File: config.mk
export PLATFORM = sky130hd
export DESIGN_NAME = mxv_frame_ctrl
export DESIGN_NICKNAME = d
export VERILOG_FILES = /design/src/rtl/mxv_frame_ctrl.sv
export SDC_FILE = /design/constraint.sdc
export NUM_CORES = 1
export LEC_CHECK = 0
export BUFFER_PORTS_ARGS = -buffer_cell sky130_fd_sc_hd__clkbuf_2
export CORE_MARGIN = 2
export CORE_UTILIZATION = 56
export CTS_BUF_LIST = sky130_fd_sc_hd__clkbuf_8
export CTS_CLUSTER_SIZE = 25
export DETAILED_ROUTE_END_ITERATION = 8
export GPL_TIMING_DRIVEN = 1
export PLACE_DENSITY_LB_ADDON = 0.1
export SYNTH_ARGS = -nofsm -noshare
export SYNTH_HDL_FRONTEND = slang
export SYNTH_SLANG_ARGS = --single-unit
export TNS_END_PERCENT = 1
File: constraint.sdc
create_clock -name clk -period 3.55 [get_ports clk]
set_input_delay 0.5325 -clock clk [delete_from_list [all_inputs] [get_ports clk]]
set_output_delay 0.5325 -clock clk [all_outputs]
set_load 0.01 [all_outputs]
File: src/rtl/mxv_frame_ctrl.sv
// Frame decoder for the matrix-vector unit; routes payload into row/vector FIFOs.
// MXV_FRAME_ERR_CNT_EN adds a saturating error counter output (err_cnt_o).
module mxv_frame_ctrl #(
    parameter int NMAX = 8,
    parameter int DIW  = 8
) (
    input  logic            clk,
    input  logic            rst_n,
    input  logic [8:0]      tok_i,
    input  logic            tok_vld_i,
    input  logic            busy_i,
    output logic [DIW-1:0]  data_o,
    output logic [NMAX-1:0] mat_push_o,
    output logic            vec_push_o,
    output logic [3:0]      n_o,
    output logic            start_o,
    output logic            clean_o,
    output logic            err_o
`ifdef MXV_FRAME_ERR_CNT_EN
    ,
    output logic [7:0]      err_cnt_o
`endif
);

    typedef enum logic [3:0] {
        S_IDLE, S_UC1, S_LEN, S_UC2, S_CMD,
        S_UC3, S_PAY, S_UCP, S_EF, S_EXEC
    } state_t;

    localparam logic [8:0] TOK_SOF = 9'h0FE;
    localparam logic [8:0] TOK_UC  = 9'h123;
    localparam logic [8:0] TOK_EOF = 9'h0EF;
    localparam logic [2:0] C_SIZE  = 3'd1;
    localparam logic [2:0] C_REP   = 3'd2;
    localparam logic [2:0] C_START = 3'd3;
    localparam logic [2:0] C_MV    = 3'd4;

    state_t          state_q, state_nx;
    logic [8:0]      len_q, len_nx;
    logic [8:0]      rem_q, rem_nx;
    logic [2:0]      cmd_q, cmd_nx;
    logic [3:0]      row_q, row_nx;
    logic [3:0]      col_q, col_nx;
    logic [3:0]      size_q, size_nx;
    logic            pushed_q, pushed_nx;
    logic            loaded_q, loaded_nx;
    logic [3:0]      n_nx;
    logic [DIW-1:0]  data_nx;
    logic [NMAX-1:0] mat_nx;
    logic            vec_nx, start_nx, clean_nx, err_nx;
    logic            bad;
    logic            is_sof, is_uc, is_eof;
    logic [8:0]      exp_len;
    logic [8:0]      n_ext;
    logic [NMAX-1:0] row_one;

    assign is_sof  = (tok_i == TOK_SOF);
    assign is_uc   = (tok_i == TOK_UC);
    assign is_eof  = (tok_i == TOK_EOF);
    assign n_ext   = {5'd0, n_o};
    assign row_one = {{(NMAX-1){1'b0}}, 1'b1};

    always_comb begin
        exp_len = 9'h1FF;
        unique case (1'b1)
            tok_i == {6'd0, C_SIZE}:  exp_len = 9'd1;
            tok_i == {6'd0, C_REP}:   exp_len = 9'd0;
            tok_i == {6'd0, C_START}: exp_len = 9'd0;
            tok_i == {6'd0, C_MV}:    exp_len = n_ext * n_ext + n_ext;
            default:                  exp_len = 9'h1FF;
        endcase
    end

    always_comb begin
        state_nx  = state_q;
        len_nx    = len_q;
        rem_nx    = rem_q;
        cmd_nx    = cmd_q;
        row_nx    = row_q;
        col_nx    = col_q;
        size_nx   = size_q;
        pushed_nx = pushed_q;
        loaded_nx = loaded_q;
        n_nx      = n_o;
        data_nx   = data_o;
        mat_nx    = '0;
        vec_nx    = 1'b0;
        start_nx  = 1'b0;
        clean_nx  = 1'b0;
        err_nx    = 1'b0;
        bad       = 1'b0;
        if (state_q == S_EXEC) begin
            state_nx  = S_IDLE;
            pushed_nx = 1'b0;
            unique case (1'b1)
                cmd_q == C_SIZE: begin
                    n_nx      = size_q;
                    clean_nx  = 1'b1;
                    loaded_nx = 1'b0;
                end
                cmd_q == C_MV: begin
                    if (busy_i) begin
                        err_nx    = 1'b1;
                        clean_nx  = pushed_q;
                        loaded_nx = 1'b0;
                    end else begin
                        start_nx  = 1'b1;
                        loaded_nx = 1'b1;
                    end
                end
                cmd_q == C_REP || cmd_q == C_START: begin
                    if (!loaded_q || busy_i) begin
                        err_nx = 1'b1;
                    end else begin
                        start_nx = 1'b1;
                        if (cmd_q == C_START) loaded_nx = 1'b0;
                    end
                end
                default: ;
            endcase
        end else if (tok_vld_i) begin
            unique case (state_q)
                S_IDLE: if (is_sof) begin
                    state_nx  = S_UC1;
                    rem_nx    = '0;
                    row_nx    = '0;
                    col_nx    = '0;
                    pushed_nx = 1'b0;
                end
                S_UC1: if (is_uc) state_nx = S_LEN; else bad = 1'b1;
                S_LEN: begin
                    if (is_sof) bad = 1'b1;
                    len_nx   = tok_i;
                    state_nx = S_UC2;
                end
                S_UC2: if (is_uc) state_nx = S_CMD; else bad = 1'b1;
                S_CMD: begin
                    if (is_sof || exp_len != len_q) begin
                        bad = 1'b1;
                    end else begin
                        cmd_nx   = tok_i[2:0];
                        rem_nx   = len_q;
                        state_nx = S_UC3;
                    end
                end
                S_UC3, S_UCP: begin
                    if (!is_uc) bad = 1'b1;
                    else state_nx = (rem_q == '0) ? S_EF : S_PAY;
                end
                S_PAY: begin
                    if (is_sof || tok_i[8]) begin
                        bad = 1'b1;
                    end else if (cmd_q == C_SIZE &&
                                 (tok_i[7:0] == 8'd0 ||
                                  tok_i[7:0] > 8'(NMAX))) begin
                        bad = 1'b1;
                    end else begin
                        rem_nx   = rem_q - 9'd1;
                        state_nx = S_UCP;
                        if (cmd_q == C_SIZE) size_nx = tok_i[3:0];
                        if (cmd_q == C_MV) begin
                            pushed_nx = 1'b1;
                            data_nx   = DIW'(tok_i[7:0]);
                            // row_q == n means the matrix part is done
                            if (row_q == n_o) begin
                                vec_nx = 1'b1;
                            end else begin
                                mat_nx = row_one << row_q;
                                if (col_q == n_o - 4'd1) begin
                                    col_nx = '0;
                                    row_nx = row_q + 4'd1;
                                end else begin
                                    col_nx = col_q + 4'd1;
                                end
                            end
                        end
                    end
                end
                S_EF: if (is_eof) state_nx = S_EXEC; else bad = 1'b1;
                default: state_nx = S_IDLE;
            endcase
            if (bad) begin
                err_nx    = 1'b1;
                clean_nx  = pushed_q;
                pushed_nx = 1'b0;
                state_nx  = S_IDLE;
            end
        end
    end

    always_ff @(posedge clk or negedge rst_n) begin
        if (!rst_n) state_q <= S_IDLE;
        else        state_q <= state_nx;
    end

    always_ff @(posedge clk or negedge rst_n) begin
        if (!rst_n) begin
            len_q      <= '0;
            rem_q      <= '0;
            cmd_q      <= '0;
            row_q      <= '0;
            col_q      <= '0;
            size_q     <= '0;
            pushed_q   <= 1'b0;
            loaded_q   <= 1'b0;
            n_o        <= 4'(NMAX);
            data_o     <= '0;
            mat_push_o <= '0;
            vec_push_o <= 1'b0;
            start_o    <= 1'b0;
            clean_o    <= 1'b0;
            err_o      <= 1'b0;
        end else begin
            len_q      <= len_nx;
            rem_q      <= rem_nx;
            cmd_q      <= cmd_nx;
            row_q      <= row_nx;
            col_q      <= col_nx;
            size_q     <= size_nx;
            pushed_q   <= pushed_nx;
            loaded_q   <= loaded_nx;
            n_o        <= n_nx;
            data_o     <= data_nx;
            mat_push_o <= mat_nx;
            vec_push_o <= vec_nx;
            start_o    <= start_nx;
            clean_o    <= clean_nx;
            err_o      <= err_nx;
        end
    end

`ifdef MXV_FRAME_ERR_CNT_EN
    always_ff @(posedge clk or negedge rst_n) begin
        if (!rst_n)                           err_cnt_o <= '0;
        else if (err_nx && err_cnt_o != 8'hFF) err_cnt_o <= err_cnt_o + 8'd1;
    end
`endif

endmodule

==> impl_metrics.toml, run 1 <==
[placed_design]
place_area_sq_um = 4440
place_hpwl_microns = 7310
io_buffers = 36
place.gp.congestion = 0.966
dpl_worst_slack_ns = -0.0620

[routing]
wl_met1_microns = 4340
top_layer_used = "met4"
num_vias = 3529
drc = 0
vias_per_cell = 6.15
firstDrtPassIters = 5
drt_iter0_markers = 261
met3_length_microns = 613
postRouteAntennaNets = 0
wirelength_microns = 9830
wl_met2_microns = 4690
wl_per_cell_microns = 17.1

[sta]
setup_violations = 5
fmax_mhz = 279
slew_violations = 0
finalCritPeriodShare = 1.01
clock_skew_ns = 0.00923
setup_slack_ns = -0.0370
tightest_slew_ns = 0.815
whs_ns = 0.211
rsz0062_at_grt = "yes"
hold_viol_final = 0
maxSlewHeadroom = 0.452
min_period_ns = 3.59

[setup_path]
cp-end-kind = "flip-flop"
path_class = "reg2reg"
critPathLaunchType = "flip-flop"
reg2reg_to = "rem_q[6]"
required_ns = 3.77
rr_startpoint = "n_o[3]"
ff2ff_setup_slack_ns = -0.04
arrival_ns = 3.81
cp_max_fo = 4
r2r_cells = 13

[status]
status = "complete, but fails checks"
violations = "setup timing"

[power]
powerDensity_nw_per_um2 = 428
sw_frac_of_total = 0.353
power_mw = 2.04
leakagePower_nw = 2.29
pwr-share-clk = 0.299
power.internal_mw = 1.32
p_comb_frac = 0.237
peakVddDrop_mv = 0.301
p_switching_mw = 0.719
seq_power_share = 0.464

[run]
max-cap-violations = 0

[cts]
cts.clk_slew.worst_paths_ns = 0.07
root_buffer = "clkbuf_8"
cts_tree = "yes"
clock-sinks = 63
cts_made_buffers = 9
clkLatencyLatePin_ns = 0.35
cts_hold_buf = 0
h-tree-depth = 3
cts_buffer_depth = 2

[synth]
synth.avg_cell_area_sq_um = 9.68
synth_cell_type_count = 66
synthFlopType = "dfrtp_1"
synth-seq-area-share = 0.390
synth_edf_count = 0
syn_inst = 418
async_flop_share = 1.00
yosys_warnings = 0
yosysTopAreaCell = "dfrtp_1"
syn_area_sq_um = 4050
yosys.area.top_type_share = 0.383
ys_seq_elements = 63
netlist_top_cells_area = "dfrtp_1 (38%), mux2_2 (7.8%), ha_1 (7.1%)"
synthesis.nets = 455

[layout]
final_core_util = 0.690
drive_gt1_frac = 0.287
final_area_sq_um = 4760
syn_to_final_growth_pct = 17.7
diodes = 0
nets = 511

[global_route]
grt_max_degree = 30
grt_pass1_vias = 3287
antenna_found_initial = 0
grt.overflow.total = 0
grt_usage = 0.263
grt_first_pass_wirelength_microns = 16000

[die]
die_y_microns = 89.0
dieArea_sq_um = 7920
coreArea_sq_um = 6910
fp-row-count = 30
die_w_microns = 89.0
initial_utilization = 0.586
io_pins = 37

[min_path]
min_path_type = "in2async"
==> layout by cell type, fill, tap and decap left out, types with 4 or more instances in the layout <==
cell type   n
nor2_1     26
and3_1      8
a31oi_1     5
nor4_1      5
a211o_1     4
clkbuf_8    9
clkbuf_2   36
or3_1       9
a221o_1     5
ha_1       22
nor3_1     14
o21ai_0    16
inv_1      21
nand2_1    34
xor2_1      9
a21oi_1    13
a211oi_1    4
nand4_1     7
buf_4      23
o31ai_1     5
mux2_2     28
or4_1       4
and2_1      6
dfrtp_1    59
xnor2_1     7
o211ai_1    5
nand3_1    15
==> flip-flops by register name, indices dropped and copies added, names as in the netlist, 8 cells and up <==
register,count
rem_q,9
len_q,9
data_o,8
mat_push_o,8
==> worst max-delay path, stage by stage (launching register included) <==
cell       delay (ns)
dfstp_2          0.56
inv_4            0.05
fa_1             0.53
inv_2            0.05
ha_4             0.27
and3_4           0.20
o211ai_1         0.14
a311o_1          0.41
nor4_4           0.21
a2bb2oi_4        0.22
a311oi_4         0.13
buf_4            0.18
o31a_1           0.25
a221o_1          0.27
==> cells by family after synthesis <==
logic type	count (synthesis)	synth area share
and+or+nand+nor	160	0.223
AOI/OAI and AO/OA	85	0.153
DFF	63	0.390
buffers and inverters	40	0.0408
muxes	30	0.0829
adders and majority gates	24	0.0761
xor gates and xnor gates	16	0.0346
==> through the flow <==
stage                TNS [ns]  instances
floorplan                   0        418
detailed placement     -0.318        554
global placement            0        554
finish                -0.0955        574
global route            -1.23        574
CTS                 -0.000291        574
==> layout make-up <==
cell class,instances,area (sq um)
fill,587,2140
sequential,63,1580
inverter,25,96.3
multi-input combinational,315,2410
tap,96,120
timing repair buffer,60,364
clock buffer,9,124
clock inverter,6,62.6
==> worst max-delay path by stage <==
stage	from	endpoint	slack (ns)	cells past startpoint
2_1_floorplan	n_o[0]	rem_q[7]	0.02	15
3_3_place_gp	n_o[3]	cmd_q[2]	0.07	12
3_5_place_dp	n_o[1]	rem_q[5]	-0.06	14
4_1_cts	n_o[3]	cmd_q[1]	-0.0003	12
5_1_grt	n_o[1]	rem_q[3]	-0.15	14
6_report	n_o[3]	rem_q[6]	-0.04	13
==> synth_stat cells (all sizes together), types with 6 or more instances <==
cell and instances:
a21oi 15, a31oi 6, and2 6, and3 9, clkbuf 10, dfrtp 62
ha 23, inv 24, mux2 28, nand2 34, nand3 17, nand4 8
nor2 26, nor3 16, nor4 8, o21ai 16, or3 10, xnor2 7
xor2 9
==> repair_timing <==
action / 4_1_cts / 5_1_grt
pin swaps: 15 / 6
setup endpoints to repair: 11 / 14
buffers inserted: 5 / 0
gates resized for setup: 13 / 7
==> routing by layer <==
layer | vias up | global-route usage
li1 | 1661 | -
met1 | 1693 | 0.359
met2 | 158 | 0.421
met3 | 17 | 0.0471
met4 | 0 | 0.0977
met5 | - | 0
==> power groups by stage <==
stage	combinational [mW]	clock, mW	sequential, mW
global placement	0.430	0	0.941
CTS	0.465	0.620	0.935
floorplan	0.346	0	0.884
finish	0.484	0.609	0.945
detailed placement	0.445	0	0.946
global route	0.540	0.649	0.950
No activity file was read; power rests on OpenSTA's default activity.
==> run 2, diff against run 1 <==
Settings changed: REMOVE_ABC_BUFFERS set to 1, SLEW_MARGIN set to 30.
==> run 2 against run 1 <==
Effect of this change:
- the flow now finishes without violations
- core utilization rose by 0.76 points
- via count rose by 0.48%
- hold slack got worse by 0.011 ns
- clock power rose by 8.2%
- wire length rose by 1.0%
- register-to-register slack improved by 0.05 ns
- critical path depth did not move
- highest routed layer unchanged
==> impl_metrics.toml, run 2 (synthesis gave the netlist of run 1 again) <==
[die]
io_pins = 37
dieArea_sq_um = 7920
initial_utilization = 0.586
coreArea_sq_um = 6910
die_w_microns = 89.0
fp-row-count = 30
die_y_microns = 89.0

[setup_path]
path_class = "reg2reg"
r2r_cells = 13
arrival_ns = 3.78
endpoint = "rem_q[5]"
rr_startpoint = "n_o[3]"
cp-end-kind = "flip-flop"
ff2ff_setup_slack_ns = 0.009
path_buf_inv = 3
reg2reg_to = "rem_q[5]"
path_delay_family = "compound AO/OA/AOI/OAI gates"
cp_cell_sequence = "inv_2, fa_1, inv_2, ha_4, and3_4, or2_2, a21o_1, a211o_1, and4_4, a311oi_2, buf_4, nor3_1, a211o_1"
slowest_delay_ns = 0.56
required_ns = 3.79
cp.depth = 13
critPathSlowestCell = "fa_1"
cp_max_fo = 4
critPathLaunchType = "flip-flop"
worstSetupStartpoint = "n_o[3]"

[global_route]
grt_max_degree = 28
grt_usage = 0.265
grt.overflow.total = 0
grt_first_pass_wirelength_microns = 16100
grt_pass1_vias = 3359
antenna_found_initial = 0

[sta]
fmax_mhz = 282
tightest_slew_ns = 0.856
maxSlewHeadroom = 0.425
slew_violations = 0
hold_viol_final = 0
finalCritPeriodShare = 0.997
clock_skew_ns = 0.00898
min_period_ns = 3.54
setup_violations = 0
rsz0062_at_grt = "yes"

[run]
max-cap-violations = 0

[routing]
wirelength_microns = 9930
vias_per_cell = 6.13
num_vias = 3546
drt_iter0_markers = 280
wl_per_cell_microns = 17.2
drc = 0
postRouteAntennaNets = 0
firstDrtPassIters = 5

[power]
peakVddDrop_mv = 0.368
p_switching_mw = 0.699
pwr-share-clk = 0.317
powerDensity_nw_per_um2 = 431
sw_frac_of_total = 0.336
leakagePower_nw = 2.34
power_mw = 2.08
p_comb_frac = 0.229
power.internal_mw = 1.38
seq_power_share = 0.454

[cts]
cts.clk_slew.worst_paths_ns = 0.07
clock-sinks = 63
h-tree-depth = 3
clkLatencyLatePin_ns = 0.35
cts_hold_buf = 0
cts_tree = "yes"
cts_buffer_depth = 2
cts_made_buffers = 9
root_buffer = "clkbuf_8"

[placed_design]
io_buffers = 36
place.gp.congestion = 0.902
place_hpwl_microns = 7220
place_area_sq_um = 4460

[layout]
nFillCells = 555
nets = 514
reg_top3 = "len_q: 9 flops, rem_q: 9 flops"
final_area_sq_um = 4820
mostFrequentLayoutCells = "dfrtp_1 (60), clkbuf_2 (36), nand2_1 (34), mux2_2 (27), buf_4 (27)"
diodes = 0
final_common_cell = "dfrtp_1"
syn_to_final_growth_pct = 19.0
drive_gt1_frac = 0.288

[status]
status = "complete, no violations"

[min_path]
min_path_type = "in2async"
==> run 2: how the worst min path moves through the flow <==
| stage | end | from | cells past startpoint | slack (ns) |
|---|---|---|---|---|
| global placement | data_o[4] | data_o[4] | 2 | 0.47 |
| detailed placement | data_o[4] | data_o[4] | 2 | 0.47 |
| finish | row_q[3] | rst_n | 1 | 0.20 |
| global route | col_q[1] | rst_n | 1 | 0.26 |
| floorplan | clean_o | rst_n | 0 | 0.24 |
| CTS | col_q[1] | rst_n | 1 | 0.22 |
==> run 2: per-stage QoR <==
stage                     TNS [ns]  hold slack (ns)  utilization  worst slack, ns  cells
final                            0            0.200        0.697          0.00925    578
after global routing        -0.983            0.256        0.697           -0.135    578
after CTS                        0            0.216        0.688           0.0268    578
after detailed placement     -1.66            0.471        0.646           -0.184    560
after global placement      -0.426            0.468        0.646          -0.0727    560
after floorplan              -1.04            0.237            -           -0.138    403
==> run 2: metal layers <==
layer,share of wire,vias to the layer above,track usage
li1,-,1659,-
met1,0.44,1710,0.369
met2,0.45,152,0.396
met3,0.080,25,0.0656
met4,0.027,0,0.113
met5,0,-,0
==> run 2: area by class of cell <==
| type | instances | area (sq um) | area share |
|---|---|---|---|
| tap | 96 | 120 | 0.0249 |
| timing repair buffer | 63 | 383 | 0.0795 |
| sequential | 63 | 1580 | 0.328 |
| inverter | 25 | 93.8 | 0.0195 |
| clock inverter | 4 | 45.0 | 0.00935 |
| clock buffer | 12 | 165 | 0.0343 |
| multi-input combinational | 315 | 2430 | 0.504 |
==> run 2: timing repair <==
| action | 4_1_cts | 5_1_grt |
|---|---|---|
| resized for setup | 12 | 13 |
| endpoints found under the hold margin | 0 | 0 |
| endpoints found under the setup margin | 16 | 15 |
| pin swaps | 8 | 6 |
| setup buffers | 2 | 0 |
==> run 2: power by group through the flow <==
stage | Sequential [mW] | Combinational (mW) | Clock, mW
final | 0.944 | 0.475 | 0.659
after detailed placement | 0.946 | 0.435 | 0
after floorplan | 0.894 | 0.320 | 0
after global routing | 0.950 | 0.531 | 0.696
after global placement | 0.939 | 0.423 | 0
after CTS | 0.933 | 0.447 | 0.669
==> run 2: worst reg2reg max path: stages, from the launching register on <==
cell	delay [ns]
dfstp_2	0.54
inv_2	0.05
fa_1	0.56
inv_2	0.05
ha_4	0.25
and3_4	0.19
or2_2	0.31
a21o_1	0.16
a211o_1	0.31
and4_4	0.20
a311oi_2	0.27
buf_4	0.20
nor3_1	0.05
a211o_1	0.29
==> run 3, diff against run 2 <==
Settings changed: PLACE_DENSITY set to 0.79, PLACE_DENSITY_LB_ADDON 0.1 to unset.
==> run 3 against run 2 <==
Effect of this change:
- cell count fell by 0.17%
- sequential power down 2%
- maximum frequency is 0.28% higher
- critical path depth unchanged
- wire length increased by 1.8%
==> impl_metrics.toml, run 3 (synthesis gave the netlist of run 1 again) <==
[sta]
rsz0062_at_grt = "yes"
min_period_ns = 3.53
slew_violations = 0
hold_viol_final = 0
maxSlewHeadroom = 0.461
fmax_mhz = 283
setup_slack_ns = 0.0191
clock_skew_ns = 0.0107
setup_violations = 0
finalCritPeriodShare = 0.995
tightest_slew_ns = 0.802

[cts]
cts_made_buffers = 9
h-tree-depth = 3
clkLatencyLatePin_ns = 0.36
cts_tree = "yes"
cts_buffer_depth = 2
root_buffer = "clkbuf_8"
cts.clk_slew.worst_paths_ns = 0.08
clock-sinks = 63

[power]
leakagePower_nw = 2.32
peakVddDrop_mv = 0.454
powerDensity_nw_per_um2 = 457

[layout]
nets = 513
drive_gt1_frac = 0.289
multi_input_area_sq_um = 2390
instances_no_fill = 577
reg_top3 = "len_q: 9 flops, rem_q: 9 flops"
syn_to_final_growth_pct = 18.6
mostFrequentLayoutCells = "dfrtp_1 (60), clkbuf_2 (36), nand2_1 (34), mux2_2 (27)"
final_common_cell = "dfrtp_1"
diodes = 0
regArea_sq_um = 1580
nFillCells = 546

[routing]
vias_per_cell = 6.20
drc = 0
firstDrtPassIters = 5
wirelength_microns = 10100
num_vias = 3575
drt_iter0_markers = 393
postRouteAntennaNets = 0
wl_per_cell_microns = 17.5

[global_route]
antenna_found_initial = 0
grt_pass1_vias = 3356
grt_first_pass_wirelength_microns = 16200
grt_usage = 0.269
grt_max_degree = 38
grt.overflow.total = 0

[die]
die_y_microns = 89.0
io_pins = 37
dieArea_sq_um = 7920
initial_utilization = 0.586
coreArea_sq_um = 6910
fp-row-count = 30
die_w_microns = 89.0

[status]
status = "complete, no violations"

[setup_path]
rr_startpoint = "n_o[3]"
reg2reg_to = "rem_q[6]"
cp-end-kind = "flip-flop"
arrival_ns = 3.77
endpoint = "rem_q[6]"
required_ns = 3.79
r2r_cells = 13
path_class = "reg2reg"
worstSetupStartpoint = "n_o[3]"
ff2ff_setup_slack_ns = 0.02
cp_max_fo = 4
critPathLaunchType = "flip-flop"

[placed_design]
dpl_worst_slack_ns = -0.179
io_buffers = 36
dp.cells = 558
place.gp.congestion = 0.962
place_hpwl_microns = 7460

[run]
max-cap-violations = 0

[min_path]
min_path_type = "in2async"
-- run 3: layout make-up --
class                      count  area share
multi-input combinational    315       0.497
sequential                    63       0.329
tap                           96      0.0250
clock buffer                   9      0.0258
inverter                      25      0.0195
timing repair buffer          62      0.0782
clock inverter                 7      0.0250
-- run 3: through the flow --
step	TNS, ns	util	area [sq um]	power, mW	hold slack (ns)
2_1_floorplan	-1.04	-	3980	1.21	0.237
3_3_place_gp	-0.116	0.644	4450	1.36	0.467
3_5_place_dp	-1.56	0.644	4450	1.39	0.493
4_1_cts	-0.00766	0.688	4750	2.18	0.217
5_1_grt	-1.02	0.695	4800	2.29	0.247
6_report	0	0.695	4800	2.19	0.199
-- run 3: power by group --
part	total [mW]	switching (mW)	internal [mW]
logic	0.476	0.278	0.198
clock network	0.791	0.323	0.469
registers	0.925	0.129	0.796
total	2.19	0.730	1.46
-- run 3: worst min-delay path by stage --
stage,slack (ns),endpoint,depth (start not counted)
final,0.20,rem_q[7],1
after global routing,0.25,row_q[0],1
after CTS,0.22,state_q[1],1
after detailed placement,0.49,data_o[2],1
after global placement,0.47,data_o[4],2
after floorplan,0.24,clean_o,0
-- run 3: worst max-delay path, stage by stage, from the launching register on --
cell and delay (ns):
dfstp_2 0.54, inv_2 0.05, fa_1 0.55, inv_2 0.05
ha_4 0.26, and3_4 0.20, o211ai_1 0.14, a311o_1 0.40
nor4_4 0.16, a2bb2oi_2 0.21, a311oi_2 0.14, buf_4 0.18
o31a_1 0.27, a221o_1 0.26
-- run 3: layer usage --
| metal | vias up | track usage | share of wire |
|---|---|---|---|
| met2 | 156 | 0.442 | 0.49 |
| met3 | 27 | 0.0600 | 0.069 |
| met5 | - | 0.0390 | 0 |
| met1 | 1730 | 0.348 | 0.42 |
| li1 | 1662 | - | - |
| met4 | 0 | 0.0950 | 0.022 |
-- run 3: repair_timing --
| action | CTS | global route |
|---|---|---|
| hold buffers | 0 | 0 |
| pin swaps | 7 | 5 |
| setup buffers | 2 | 1 |
| cloned | 0 | 0 |
| gates resized for setup | 10 | 11 |
| setup endpoints to repair | 16 | 15 |
